--- src/rtl/reg_file_pkg.sv ---
// Shared definitions for the register-file access controller.
package reg_file_pkg;

   localparam int DEF_LEVEL_BITS = 4;
   localparam int DEF_BYTE_BITS  = 4;

   typedef enum logic [2:0] {
      ST_IDLE = 3'd0,
      ST_ACC0 = 3'd1,
      ST_ACC1 = 3'd2,
      ST_WAIT = 3'd3,
      ST_DONE = 3'd4
   } state_t;

   // Requester ids; also the index into the arbiter's req/grant vectors
   localparam logic PORT_A = 1'b0;
   localparam logic PORT_B = 1'b1;

endpackage

--- src/rtl/reg_file_ctrl_rr_arbiter2.sv ---
// Two-way round-robin arbiter. On a tie, the port not granted last wins.
module rr_arbiter2
   import reg_file_pkg::*;
(
   input  logic       i_clock,
   input  logic       i_reset,
   input  logic [1:0] i_req,
   input  logic       i_advance,
   output logic [1:0] o_grant
);

   logic r_last_b;

   // One-hot grant from current requests and grant history
   always_comb begin
      o_grant = 2'b00;
      case (i_req)
         2'b01:   o_grant = 2'b01;
         2'b10:   o_grant = 2'b10;
         2'b11:   o_grant = r_last_b ? 2'b01 : 2'b10;
         default: o_grant = 2'b00;
      endcase
   end

   // Remember who was granted; history starts at B so A wins the first tie
   always_ff @(posedge i_clock) begin
      if (i_reset)
         r_last_b <= PORT_B;
      else if (i_advance && (|o_grant))
         r_last_b <= o_grant[1];
   end

endmodule

--- src/rtl/reg_file_ctrl.sv ---
// Sequences byte/word register accesses from two requesters onto a 256x8
// sync RAM (read data one cycle after address). Banks are selected by level.
//
//  state | meaning
//  IDLE  | arbitrate, latch winner's command
//  ACC0  | drive byte / high-byte address (and write data)
//  ACC1  | drive low-byte address; capture high read byte
//  WAIT  | capture last read byte into rdata
//  DONE  | done pulse to the granted port
module reg_file_ctrl
   import reg_file_pkg::*;
#(
   parameter int LEVEL_BITS = DEF_LEVEL_BITS,
   parameter int BYTE_BITS  = DEF_BYTE_BITS
)(
   input  logic                            i_clock,
   input  logic                            i_reset,
   input  logic                            i_a_req,
   input  logic                            i_a_we,
   input  logic                            i_a_word,
   input  logic [LEVEL_BITS-1:0]           i_a_level,
   input  logic [BYTE_BITS-1:0]            i_a_reg,
   input  logic [15:0]                     i_a_wdata,
   output logic                            o_a_done,
   input  logic                            i_b_req,
   input  logic                            i_b_we,
   input  logic                            i_b_word,
   input  logic [LEVEL_BITS-1:0]           i_b_level,
   input  logic [BYTE_BITS-1:0]            i_b_reg,
   input  logic [15:0]                     i_b_wdata,
   output logic                            o_b_done,
   output logic [15:0]                     o_rdata,
   output logic [LEVEL_BITS+BYTE_BITS-1:0] o_ram_addr,
   output logic                            o_ram_we,
   output logic [7:0]                      o_ram_wdata,
   input  logic [7:0]                      i_ram_rdata
);

   localparam int AW = LEVEL_BITS + BYTE_BITS;

   state_t                r_state;
   logic                  r_port;
   logic                  r_we;
   logic                  r_word;
   logic [LEVEL_BITS-1:0] r_level;
   logic [BYTE_BITS-1:0]  r_reg;
   logic [15:0]           r_wdata;
   logic [7:0]            r_hi;
   logic [15:0]           r_rdata;
   logic                  r_a_done;
   logic                  r_b_done;

   logic [1:0]            w_grant;
   logic                  w_advance;
   logic [AW-1:0]         w_byte_addr;
   logic [AW-1:0]         w_hi_addr;
   logic [AW-1:0]         w_lo_addr;

   assign w_advance   = (r_state == ST_IDLE);
   assign w_byte_addr = {r_level, r_reg};
   assign w_hi_addr   = {r_level, r_reg[BYTE_BITS-1:1], 1'b0};
   assign w_lo_addr   = {r_level, r_reg[BYTE_BITS-1:1], 1'b1};

   assign o_a_done = r_a_done;
   assign o_b_done = r_b_done;
   assign o_rdata  = r_rdata;

   rr_arbiter2 u_arb (
      .i_clock   (i_clock),
      .i_reset   (i_reset),
      .i_req     ({i_b_req, i_a_req}),
      .i_advance (w_advance),
      .o_grant   (w_grant)
   );

   // Access sequencer: latches the granted command and steps through RAM cycles
   always_ff @(posedge i_clock) begin
      if (i_reset) begin
         r_state  <= ST_IDLE;
         r_port   <= PORT_A;
         r_we     <= 1'b0;
         r_word   <= 1'b0;
         r_level  <= '0;
         r_reg    <= '0;
         r_wdata  <= '0;
         r_hi     <= '0;
         r_rdata  <= '0;
         r_a_done <= 1'b0;
         r_b_done <= 1'b0;
      end else begin
         r_a_done <= 1'b0;
         r_b_done <= 1'b0;
         case (r_state)
            ST_IDLE: begin
               if (|w_grant) begin
                  r_port  <= w_grant[1];
                  r_we    <= w_grant[1] ? i_b_we    : i_a_we;
                  r_word  <= w_grant[1] ? i_b_word  : i_a_word;
                  r_level <= w_grant[1] ? i_b_level : i_a_level;
                  r_reg   <= w_grant[1] ? i_b_reg   : i_a_reg;
                  r_wdata <= w_grant[1] ? i_b_wdata : i_a_wdata;
                  r_state <= ST_ACC0;
               end
            end
            ST_ACC0: begin
               if (r_word) begin
                  r_state <= ST_ACC1;
               end else if (r_we) begin
                  r_state  <= ST_DONE;
                  r_a_done <= (r_port == PORT_A);
                  r_b_done <= (r_port == PORT_B);
               end else begin
                  r_state <= ST_WAIT;
               end
            end
            ST_ACC1: begin
               // High byte is staged so rdata only changes when a read completes
               if (!r_we)
                  r_hi <= i_ram_rdata;
               if (r_we) begin
                  r_state  <= ST_DONE;
                  r_a_done <= (r_port == PORT_A);
                  r_b_done <= (r_port == PORT_B);
               end else begin
                  r_state <= ST_WAIT;
               end
            end
            ST_WAIT: begin
               r_rdata  <= r_word ? {r_hi, i_ram_rdata} : {8'h00, i_ram_rdata};
               r_state  <= ST_DONE;
               r_a_done <= (r_port == PORT_A);
               r_b_done <= (r_port == PORT_B);
            end
            ST_DONE: r_state <= ST_IDLE;
            default: r_state <= ST_IDLE;
         endcase
      end
   end

   // RAM strobes decoded from state; write is blocked in a reset cycle so an
   // aborted word write leaves the low byte untouched
   always_comb begin
      o_ram_addr  = '0;
      o_ram_we    = 1'b0;
      o_ram_wdata = 8'h00;
      case (r_state)
         ST_ACC0: begin
            o_ram_addr  = r_word ? w_hi_addr : w_byte_addr;
            o_ram_we    = r_we;
            o_ram_wdata = r_word ? r_wdata[15:8] : r_wdata[7:0];
         end
         ST_ACC1: begin
            o_ram_addr  = w_lo_addr;
            o_ram_we    = r_we;
            o_ram_wdata = r_wdata[7:0];
         end
         default: ;
      endcase
      if (i_reset)
         o_ram_we = 1'b0;
   end

endmodule

--- config.mk ---
export PLATFORM = sky130hd
export DESIGN_NAME = reg_file_ctrl
export DESIGN_NICKNAME = d
export VERILOG_FILES = /design/src/rtl/reg_file_pkg.sv /design/src/rtl/reg_file_ctrl_rr_arbiter2.sv /design/src/rtl/reg_file_ctrl.sv
export SDC_FILE = /design/constraint.sdc
export NUM_CORES = 1
export LEC_CHECK = 0
export ABC_AREA = 1
export CORE_ASPECT_RATIO = 0.6
export CORE_UTILIZATION = 47
export CTS_BUF_LIST = sky130_fd_sc_hd__clkbuf_2 sky130_fd_sc_hd__clkbuf_4 sky130_fd_sc_hd__clkbuf_8
export DETAILED_ROUTE_END_ITERATION = 6
export PLACE_DENSITY = 0.84
export SYNTH_ARGS = -nofsm -noshare
export SYNTH_HDL_FRONTEND = slang
export SYNTH_SLANG_ARGS = --single-unit
--- constraint.sdc ---
create_clock -name i_clock -period 1.4 [get_ports i_clock]
set_input_delay 0.21 -clock i_clock [delete_from_list [all_inputs] [get_ports i_clock]]
set_output_delay 0.21 -clock i_clock [all_outputs]
set_load 0.05 [all_outputs]
## Yosys cells after proc, flatten, opt, wreduce, memory -nomap -nowiden

Index checks and enable logic that the tools add are counted.

- Bitwise logic cells: 2
- Multiplexer cells: 24
- Reduce and logical (&&, ||, !) cells: 6
- Eq/ne operators: 7

Operator list:

| operator | number |
|---|---|
| two-way mux 16 bit | 2 |
| case mux 8 bit (2 select lines) | 2 |
| case mux 3 bit (4 select lines) | 1 |
| two-way mux 1 bit | 9 |
| two-way mux 3 bit | 3 |
| two-way mux 4 bit | 2 |
| two-way mux 8 bit | 1 |
| == test 3 x 2 -> 1 bit (second input constant) | 2 |
| case mux 1 bit (3 select lines) | 2 |
| case mux 2 bit (3 select lines) | 1 |
| == test 2 bit (second input constant) | 2 |
| AND reduction 2 bit | 2 |
| OR reduction 2 bit | 2 |
| == test 3 x 1 -> 1 bit (second input constant) | 1 |
| logical NOT 3 bit | 1 |
| == test 2 x 1 -> 1 bit (second input constant) | 1 |
| two-way mux 2 bit | 1 |
| inequality test 2 bit (second input constant) | 1 |
| inverter 1 bit | 2 |
| logical AND 1 bit | 1 |

- Bits of input ports: 64
- Output and inout bits: 35
- Bits in registers: 57
- Logic and storage cells: 51

## Logic depth before layout (Yosys ltp)

- Word-level depth: 5
- Gate-level depth with buffers: 7
- Gate-level depth less buffers: 6

## By module

A second synthesis with hierarchy kept.

- Cells, all modules: 451
- Area, all modules: 2,841.5 sq um

By module, submodules not included:

| module | seq. area each (sq um) | area an instance (sq um) | instances | cells an instance |
|---|---|---|---|---|
| reg_file_ctrl | 1,121.1 | 2,781.4 | 1 | 442 |
| rr_arbiter2 | 20.0 | 60.1 | 1 | 9 |

## Least setup slack after synthesis

OpenSTA, ideal clock, no wires.

- Path kind: register to output
- Start: register r_state[0]
- End: output port o_ram_we
- Arrival time: 1.873 ns
- Data required time: 1.190 ns
- Path buffers: 0
- Stages on the path, launching flop included: 6
- Slack: -0.683 ns
- Path through: dfxtp_1 -> nor2_1 -> nand2_1 -> nand2_1 -> inv_1 -> nor3_1

- Cells in the longest elaborated chain, start to end: 4
- Elaborated cells between the ends (all ways): 5
- Classes of those cells: eq/ne (2); mux (2); reduce/logical (1)

RTL lines:

| item | RTL line | source |
|---|---|---|
| from (decl) | reg_file_ctrl.sv:41 | `state_t r_state;` |
| from (signal assigned) | reg_file_ctrl.sv:79 | `r_state <= ST_IDLE;` |
| from (signal assigned) | reg_file_ctrl.sv:102 | `r_state <= ST_ACC0;` |
| from (signal assigned) | reg_file_ctrl.sv:107 | `r_state <= ST_ACC1;` |
| == test 3 x 2 -> 1 bit / == test 3 x 1 -> 1 bit (equally long branches) | reg_file_ctrl.sv:146 | `case (r_state)` |
| OR reduction 2 bit (no line) * | n/a |  |
| two-way mux 1 bit * | reg_file_ctrl.sv:146 |  |
| two-way mux 1 bit * | reg_file_ctrl.sv:159 | `if (i_reset)` |
| to (decl) | reg_file_ctrl.sv:34 | `output logic o_ram_we,` |

Mark *: on every way between the ends. The rest lies on a longest branch, timed or not.

## Final worst setup path

Same ends and word-level chain as after synthesis.

==> flow_results.org <==
** Detailed routing
- Summed over all layers, the routed wires come to 15.38 mm.
- After detailed routing, the number of remaining DRC violations is 8.
- Number of nets still failing antenna checks after routing :: 0
- The pre-antenna-repair detailed-routing pass consisted of 7 iterations.
- The routed layout has 4230 vias.
- DRT iter0 DRCs :: 676
- DR vias/cell :: 6.157
- In the final routed layout, each cell accounts on average for 22.39 µm.

** Finish
- Most common library cell in the layout ignoring fill and taps :: nand2_1
- Highest-count cells in the layout ignoring fill and taps :: nand2_1 (118), nor2_1 (80), clkdlybuf4s50_1 (63), inv_1 (56), dfxtp_1 (54)
- Post-layout net count :: 666
- The multi-input combinational cells in the finished layout cover a total of 1896 µm².
- Share of cells above drive strength 1 :: 0.2982
- Filler instances :: 196
- Sequential standard cell area :: 1152 µm²
- Ant. Diodes :: 0
- Synth-to-Final Area Change :: 84.08%

** Power and ir drop
- Net load switching power :: 5.661 mW
- PwrDens :: 2126 nW/µm²
- The share of total power dissipated in combinational logic is 0.656.
- Reg power frac :: 0.215
- Internal cell power :: 5.780 mW
- Across the VDD grid, the largest voltage drop is 1.625 mV.
- Of the total power, the clock network draws 0.129.
- Total power draw :: 11.44 mW
- Leakage power figure :: 2.409 nW
- Switching portion of total power :: 0.4948

** GRT
- Initial antenna violation count :: 0
- Summed over all layers, the global routing overflow is 0.
- In the global route stage, overall resource usage came out at 0.3339.
- Maximum number of pins on one net before global-route repair :: 49
- The first global-routing pass estimated 17.15 mm of wire.
- Via count of the first global-routing pass :: 3519

** Setup path
- Type of destination of the critical path :: primary output
- Data on the critical path is required at its endpoint by 1190 ps.
- The startpoint identified for the worst register-to-register timing path is r_state[0].
- Terminus of the critical flop-to-flop path :: r_level[2]
- Worst r2r path cells :: 9
- The critical path starts at r_state[0].
- Class of the most critical setup path :: reg2out
- The critical path ends at o_ram_we.
- Worst reg-to-reg setup slack :: -290 ps
- STA classifies the critical path startpoint as a register.
- CP Data Arrival Time :: 1670 ps
- Crit-path max FO :: 3

** Min path
- Hold Path Class :: reg2reg

** Run status
- The final reports fail on DRC, setup timing.
- Run status :: complete, but fails checks

** Timing
- Between clock sinks in the finished design, the worst skew comes to 14.25 ps.
- Worst hold-check slack :: 494.3 ps
- The worst pin sits at a relative slew slack of 0.7052.
- Highest achievable clock rate :: 0.5327 GHz
- Setup-failing EPs final :: 51
- Final worst-path cycle share :: 1.341
- Time the final worst path needs with I/O delays and setup :: 1877 ps
- Final Max Slew Viols :: 0
- Slack of the critical path :: -477.3 ps
- Setup repair after global routing could not meet its margin everywhere.
- Least-Margin Pin Slew :: 440.5 ps
- The number of failing hold endpoints at the final stage was 0.

** Clocking
- In this run, post-CTS hold repair placed 0 buffers.
- Clock latency on the worst-skew pair, taken at its later pin, is 350 ps.
- CTS tree :: yes
- H-tree depth :: 3
- In this run the deepest clock path goes through 2 buffers.
- Clock-pin slew was measured on the worst setup and hold paths at 80 ps.
- Total number of clock tree sinks :: 57
- CTS placed an instance of clkbuf_8 at the clock tree root.
- Number of buffers added by the clock tree synthesis step :: 9

** Logic synthesis
- After synthesis the netlist holds a flip-flop and latch count of 57.
- Cell count after synthesis :: 474
- For this run, the register share of the synthesized area comes to 0.3904.
- Library cell occupying the most area in the post-synthesis netlist :: dfxtp_1
- Yosys Warn Count :: 0
- Syn Std Cell Area :: 2923 µm²
- A synthesized cell averages 6.166 µm².
- Count of distinct cell types in the synthesized netlist :: 26
- Leading cell types by total area after synthesis :: dfxtp_1 (39%), nand2_1 (19%), nor2_1 (14%)
- When the netlist entered floorplanning its net count stood at 538.
- Of the post-synthesis cell area, the dominant cell type holds 0.3904.

** Floorplanning
- Width of the die :: 103.8 µm
- Measured along the y axis, the die boundary spans 63.09 µm.
- The initial utilization of the core area, before any placement, comes to 0.5056.
- Row cnt :: 21
- 99 I/O pins were placed.
- DIE AREA :: 6549 µm²
- The region available for standard cell placement spans 5781 µm².

** Place
- I/O Buffers :: 98
- After legalization and detailed placement, the total HPWL measured 6.282 mm.
- GPL Wtd Cong :: 0.8567

** Flow run
- Max-cap violations in this run came to 0.
==> synthesized netlist by cell type (all sizes together) <==
library cell and n:
a21boi 1, a21oi 18, buf 13, clkbuf 9
clkinv 2, dfxtp 57, inv 60, nand2 149
nand3 16, nand3b 1, nand4 9, nor2 113
nor3 1, o21ai 24, o31ai 1
==> worst max-delay path, stage by stage, from the launching register on <==
cell        delay, ps
dfxtp_4           380
nor2_4            150
nand2_4            80
nand2_4            90
clkinvlp_4        120
buf_4             160
nor3_4            160
buf_12            170
==> stage by stage <==
step	instance area (µm²)	setup TNS [ps]	setup WS [ps]	util	cells
4_1_cts	5045	-5410	-392.4	0.8727	682
2_1_floorplan	3033	-2239	-252.7	-	474
3_3_place_gp	4598	-2305	-138.3	0.7955	656
3_5_place_dp	4598	-3754	-182.8	0.7955	656
6_report	5380	-13290	-477.3	0.9307	687
5_1_grt	5380	-15030	-510.0	0.9307	687
==> power by group through the flow <==
| stage | Clock (mW) | Sequential, mW | Combinational (mW) |
|---|---|---|---|
| final | 1.47 | 2.46 | 7.51 |
| after global routing | 1.50 | 2.46 | 7.74 |
| after CTS | 1.39 | 2.35 | 5.93 |
| after detailed placement | 0 | 2.37 | 5.10 |
| after global placement | 0 | 2.35 | 4.95 |
| after floorplan | 0 | 2.45 | 2.95 |
==> timing repair <==
item	4_1_cts	5_1_grt
buffers inserted	9	4
pin swaps	4	26
endpoints found under the setup margin	22	62
cloned	1	3
gates resized for setup	42	87
==> kinds of logic after synthesis <==
logic type / Yosys count / synth area share
AND/OR/NAND/NOR: 289 / 0.4092
buffers and inverters: 84 / 0.1220
AO/OA/AOI/OAI: 44 / 0.07834
flip-flops: 57 / 0.3904
==> area by class of cell <==
type                            count  share of cell area
Inverter                           62             0.04721
Sequential cell                    57              0.2142
Timing Repair Buffer              138              0.3347
Clock buffer                       11             0.02698
Clock inverter                      5            0.006047
Tap cell                           80             0.01860
Multi-Input combinational cell    334              0.3523
==> how the worst min path moves through the flow <==
| stage | depth (start not counted) | from | to |
|---|---|---|---|
| global route | 2 | r_hi[2] | r_hi[2] |
| CTS | 2 | r_hi[2] | r_hi[2] |
| detailed placement | 2 | r_hi[3] | r_hi[3] |
| global placement | 2 | r_hi[5] | r_hi[5] |
| finish | 2 | r_hi[3] | r_hi[3] |
| floorplan | 2 | i_ram_rdata[0] | o_rdata[0] |
==> layer usage <==
layer,wire length [µm],vias to the layer above,share of wire,track usage
li1,-,1697,-,-
met1,5523,1906,0.36,0.3956
met2,6567,465,0.43,0.5792
met3,2143,162,0.14,0.08799
met4,1150,0,0.075,0.1357
met5,0,-,0,0
Power figures use the tool's default switching activity.
